$ cat config.mk
export PLATFORM = sky130hd
export DESIGN_NAME = btn_conditioner
export DESIGN_NICKNAME = d
export VERILOG_FILES = /design/src/rtl/btn_conditioner.sv
export SDC_FILE = /design/constraint.sdc
export NUM_CORES = 1
export LEC_CHECK = 0
export CORE_MARGIN = 3
export CORE_UTILIZATION = 65
export CTS_CLUSTER_SIZE = 16
export DETAILED_ROUTE_END_ITERATION = 6
export DONT_BUFFER_PORTS = 1
export PLACE_DENSITY = 0.85
export SLEW_MARGIN = 20
export SYNTH_ARGS = -nofsm -noshare
export SYNTH_HDL_FRONTEND = slang
export SYNTH_HIERARCHICAL = 1
export SYNTH_SLANG_ARGS = --single-unit
$ cat constraint.sdc
create_clock -name clk_in -period 7.6 [get_ports clk_in]
set_input_delay 1.14 -clock clk_in [delete_from_list [all_inputs] [get_ports clk_in]]
set_output_delay 1.14 -clock clk_in [all_outputs]
set_load 0.02 [all_outputs]
$ cat src/rtl/btn_conditioner.sv
// Multi-channel button conditioner: 2-flop synchroniser, counter debounce,
// one-cycle press/release pulses and optional per-channel auto-repeat.

module btn_chan #(
  parameter int DEBOUNCE_CYCLES = 1_000_000,
  parameter int REPEAT_DELAY    = 50_000_000,
  parameter int REPEAT_PERIOD   = 10_000_000
) (
  input  logic clk_in,
  input  logic rst_in,
  input  logic btn_in,
  input  logic repeat_en_in,
  output logic clean_out,
  output logic press_out,
  output logic release_out
);
  localparam int DW   = (DEBOUNCE_CYCLES > 1) ? $clog2(DEBOUNCE_CYCLES + 1) : 1;
  localparam int RMAX = (REPEAT_DELAY > REPEAT_PERIOD) ? REPEAT_DELAY : REPEAT_PERIOD;
  localparam int RW   = (RMAX > 1) ? $clog2(RMAX + 1) : 1;
  localparam logic [DW-1:0] DB_T  = DW'(DEBOUNCE_CYCLES - 1);
  localparam logic [RW-1:0] DLY_T = RW'(REPEAT_DELAY - 1);
  localparam logic [RW-1:0] PER_T = RW'(REPEAT_PERIOD - 1);

  typedef enum logic [1:0] {IDLE, HOLD, REPEAT} state_e;

  logic          sync1_q, sync2_q;
  logic          clean_q, clean_d;
  logic [DW-1:0] dcnt_q, dcnt_d;
  logic [RW-1:0] rcnt_q, rcnt_d;
  state_e        state_q, state_d;
  logic          press_q, press_d;
  logic          release_q, release_d;
  logic          rise, fall, rep;

  always_comb begin
    clean_d = clean_q;
    dcnt_d  = dcnt_q;
    if (sync2_q == clean_q) begin
      dcnt_d = '0;
    end else if (dcnt_q == DB_T) begin
      clean_d = sync2_q;
      dcnt_d  = '0;
    end else begin
      dcnt_d = dcnt_q + 1'b1;
    end
    rise = clean_d & ~clean_q;
    fall = ~clean_d & clean_q;

    // An accepted fall outranks a repeat terminal count in the same cycle.
    state_d = state_q;
    rcnt_d  = rcnt_q;
    rep     = 1'b0;
    case (state_q)
      IDLE: begin
        if (rise) begin
          state_d = HOLD;
          rcnt_d  = '0;
        end
      end
      HOLD, REPEAT: begin
        if (fall) begin
          state_d = IDLE;
          rcnt_d  = '0;
        end else if (!repeat_en_in) begin
          state_d = HOLD;
          rcnt_d  = '0;
        end else if (rcnt_q == ((state_q == HOLD) ? DLY_T : PER_T)) begin
          rep     = 1'b1;
          state_d = REPEAT;
          rcnt_d  = '0;
        end else begin
          rcnt_d = rcnt_q + 1'b1;
        end
      end
      default: begin
        state_d = IDLE;
        rcnt_d  = '0;
      end
    endcase

    press_d   = rise | rep;
    release_d = fall;
  end

  always_ff @(posedge clk_in or posedge rst_in) begin
    if (rst_in) begin
      sync1_q   <= 1'b0;
      sync2_q   <= 1'b0;
      clean_q   <= 1'b0;
      dcnt_q    <= '0;
      rcnt_q    <= '0;
      state_q   <= IDLE;
      press_q   <= 1'b0;
      release_q <= 1'b0;
    end else begin
      sync1_q   <= btn_in;
      sync2_q   <= sync1_q;
      clean_q   <= clean_d;
      dcnt_q    <= dcnt_d;
      rcnt_q    <= rcnt_d;
      state_q   <= state_d;
      press_q   <= press_d;
      release_q <= release_d;
    end
  end

  assign clean_out   = clean_q;
  assign press_out   = press_q;
  assign release_out = release_q;
endmodule

module btn_conditioner #(
  parameter int WIDTH           = 4,
  parameter int DEBOUNCE_CYCLES = 1_000_000,
  parameter int REPEAT_DELAY    = 50_000_000,
  parameter int REPEAT_PERIOD   = 10_000_000
) (
  input  logic             clk_in,
  input  logic             rst_in,
  input  logic [WIDTH-1:0] btn_in,
  input  logic [WIDTH-1:0] repeat_en_in,
  output logic [WIDTH-1:0] clean_out,
  output logic [WIDTH-1:0] press_out,
  output logic [WIDTH-1:0] release_out
);
  for (genvar i = 0; i < WIDTH; i++) begin : g_ch
    btn_chan #(
      .DEBOUNCE_CYCLES(DEBOUNCE_CYCLES),
      .REPEAT_DELAY   (REPEAT_DELAY),
      .REPEAT_PERIOD  (REPEAT_PERIOD)
    ) u_ch (
      .clk_in      (clk_in),
      .rst_in      (rst_in),
      .btn_in      (btn_in[i]),
      .repeat_en_in(repeat_en_in[i]),
      .clean_out   (clean_out[i]),
      .press_out   (press_out[i]),
      .release_out (release_out[i])
    );
  end
endmodule

==> impl_metrics.csv <==
group,metric,value,unit
detailed_routing,drtIter0Drc,672,
clock_tree,path_clk_slew,60,ps
global_routing,grt_pass1_wl,39950,um
logic_synthesis,synth_nets,1243,
global_routing,gr-usage-all-layers,24.90,%
setup_path,path_class,"register to register",
setup_path,cp-end-kind,"register",
clock_tree,htreeDepth,1,
final_layout,synthToLayoutAreaGrowth,7.494,%
pwr,p_seq_share,45.3,%
setup_path,reg2reg_to,"g_ch[1].u_ch/state_q[0]",
sta,worst_pin_slew,1023,ps
final_layout,drive_gt1_share,6.513,%
setup_path,critPathLaunchType,"register",
logic_synthesis,syn_inst,1213,
final_layout,final_net_count,1227,
logic_synthesis,yosys_warnings,6,
placed_design,io_buffers,0,
setup_path,cp_top_family,"compound AO/OA/AOI/OAI gates",
pwr,combPwrFrac,15.3,%
setup_path,cp.arrival,3720,ps
die,start_util,67.34,%
setup_path,crit_chain,"or4_4 -> or4_4 -> o31a_1 -> a21oi_4 -> mux2_2",
logic_synthesis,ys.flop_type,"dfrtp_1",
sta,whs,346.5,ps
final_layout,final_cell_mix,"212 x dfrtp_1, 126 x nor2_1, 95 x nand2_1, 77 x a21oi_1, 63 x nand3_1",
sta,hold_violations,0,
sta,period_minus_slack,3342,ps
die,die_h,137.8,um
sta,setup_viol,0,
setup_path,r2r_slack,4260,ps
global_routing,antenna_found_initial,0,
clock_tree,cts_root_buf,"clkbuf_16",
logic_synthesis,synth_edf_count,0,
pwr,p_sw_share,28.32,%
min_path,min_path_type,"register to register",
logic_synthesis,postSynth.asyncResetShare,100.0,%
final_layout,nFillCells,1202,
sta,fin_skew,8.939,ps
sta,fin_crit_sh,43.97,%
final_layout,antenna_cells,0,
min_path,whs_endpoint,"g_ch[0].u_ch/sync2_q",
placed_design,gp_congestion,0.8889,
detailed_routing,drc,0,
pwr,peakVddDrop,0.1894,mV
job,drv_cap,0,
die,num_rows,47,
die,die_x,137.8,um
pwr,total_power,0.002661,W
setup_path,path_depth,5,
sta,grt_setup_unrepaired,"no",
logic_synthesis,synth_seq_area_share,47.01,%
detailed_routing,dr.pass1.iters,5,
die,die_area,18980,um^2
setup_path,cpPeakStageDelay,690,ps
setup_path,cp_max_fo,31,
setup_path,cp_slowest_cell,"a21oi_4",
pwr,powerDensity,219.4,nW/um^2
placed_design,placedCellCount,1392,
final_layout,final_common_cell,"dfrtp_1",
die,fp.coreArea,16760,um^2
detailed_routing,drt_wl_total,23050,um
die,io_pins,22,
setup_path,crit_path_frequent_cell,"or4_4",
setup_path,crit_required,7980,ps
run_status,status,"finished clean",
final_layout,regArea,5305,um^2
logic_synthesis,synthesis.area,11290,um^2
clock_tree,cts_inserted_buffers,23,
clock_tree,cts.sinks,212,
final_layout,multi_input_area,5503,um^2
sta,maxSlewViolCount,0,
pwr,pwr-share-clk,39.4,%
detailed_routing,ant_nets,0,
clock_tree,cts-resized-gates,0,
logic_synthesis,synth-seq-cells,212,
detailed_routing,routed_via_density,6.405,
placed_design,place_hpwl,14770,um
global_routing,grt_pass1_vias,8730,
clock_tree,holdBufCountCts,0,
logic_synthesis,syn_avg_cell_area,9.304,um^2
sta,setup_tns,0,ps
detailed_routing,wl_per_cell,16.09,um
sta,max_freq,299.2,MHz
final_layout,layout.cells.non_filler,1433,
global_routing,grt_overflow,0,
global_routing,grt_max_degree,54,
min_path,holdPathStages,0,
clock_tree,clkLatencyLatePin,500,ps
setup_path,crit_buf_inv,0,
clock_tree,cts_tree,"yes",
clock_tree,postCtsSetupRepairBufs,0,
clock_tree,clockBufferDepth,3,
final_layout,utilization,72.39,%
pwr,p_leak,4.584,nW
logic_synthesis,synthDistinctLibCells,56,
min_path,hp-start,"g_ch[0].u_ch/sync1_q",
pwr,switchingPower,0.0007535,W
setup_path,r2r_cells,5,
sta,timing.slew.headroom,31.77,%
detailed_routing,num_vias,9178,
pwr,intPower,0.001908,W
setup_path,rr_startpoint,"g_ch[1].u_ch/dcnt_q[10]",
worst register-to-register path, cell delays in order (launching register included):
cell	delay (ps)
dfrtp_1	430
or4_4	550
or4_4	570
o31a_1	580
a21oi_4	690
mux2_2	410
cell usage after synthesis, types with 9 or more instances:
library cell / n / share of area [%]
nor2_1: 126 / 4.2
or3_1: 40 / 2.2
dfrtp_1: 212 / 47
a31oi_1: 11 / 0.61
or4_1: 46 / 3.1
o22ai_1: 15 / 0.83
a21oi_1: 77 / 3.4
nor3_1: 34 / 1.5
buf_2: 9 / 0.40
o21ai_0: 40 / 1.8
o31ai_1: 40 / 2.7
nand2_1: 95 / 3.2
nand4_1: 50 / 2.8
nand3_1: 63 / 2.8
inv_1: 64 / 2.1
xor2_1: 22 / 1.7
xnor2_1: 53 / 4.1
ha_1: 20 / 2.2
clkbuf_1: 31 / 1.0
nand2b_1: 17 / 0.94
nor4_1: 22 / 1.2
and4_1: 11 / 0.85
routing by layer:
layer  GRT usage, %  up-vias  routed length, um  share of wire, %
li1               -     4417                  -                 -
met1          35.34     4451              10580                46
met2          40.35      257              10860                47
met3          3.506       53               1099               4.8
met4          7.080        0                514               2.2
met5              0        -                  0                 0
kinds of logic (layout without fill, tap and decap cells):
kind of cell             count (synthesis)  count (layout)  synth area share, %
XOR/XNOR                                75              75                5.820
buffers and inverters                  116             116                4.490
AND/OR/NAND/NOR                        552             552                26.50
adder cells (fa/ha/maj)                 20              20                2.217
multiplexers                             8               8               0.7983
AO/OA/AOI/OAI                          230             230                13.17
flip-flops                             212             212                47.01
power groups by stage:
stage / logic (W) / registers [W] / clock network, W
global placement: 0.000382 / 0.00122 / 0
floorplan: 0.000355 / 0.00122 / 0
detailed placement: 0.000394 / 0.00122 / 0
CTS: 0.000396 / 0.00120 / 0.00108
finish: 0.000406 / 0.00121 / 0.00105
global route: 0.000453 / 0.00121 / 0.00113
metrics by stage:
step                instance area [um^2]  setup slack, ps
floorplan                          11290             4906
global placement                   11380             4043
detailed placement                 11380             4000
CTS                                12100             4006
global route                       12130             4121
finish                             12130             4258
sequential cells by signal (all words and copies together) (netlist names):
register               flops
g_ch.u_ch/state_q          8
g_ch.u_ch/press_out        4
g_ch.u_ch/sync2_q          4
g_ch.u_ch/rcnt_q         104
g_ch.u_ch/dcnt_q          80
g_ch.u_ch/clean_out        4
g_ch.u_ch/release_out      4
g_ch.u_ch/sync1_q          4
cell type report:
class                           count  area share, %
Clock buffer                       38          5.786
Multi-Input combinational cell    885          45.36
Tap cell                          220          2.269
Clock inverter                      3         0.1547
Sequential cell                   212          43.73
Timing Repair Buffer               11         0.6807
Inverter                           64          2.021
worst max-delay path by stage:
stage / start / to / slack, ps
2_1_floorplan: g_ch[3].u_ch/dcnt_q[7] / g_ch[3].u_ch/state_q[0] / 4910
3_3_place_gp: g_ch[0].u_ch/dcnt_q[6] / g_ch[0].u_ch/state_q[0] / 4040
3_5_place_dp: g_ch[1].u_ch/dcnt_q[10] / g_ch[1].u_ch/state_q[0] / 4000
4_1_cts: g_ch[1].u_ch/dcnt_q[10] / g_ch[1].u_ch/state_q[0] / 4010
5_1_grt: g_ch[2].u_ch/dcnt_q[6] / g_ch[2].u_ch/state_q[0] / 4120
6_report: g_ch[1].u_ch/dcnt_q[10] / g_ch[1].u_ch/state_q[0] / 4260
(Power assumes the default switching activity.)
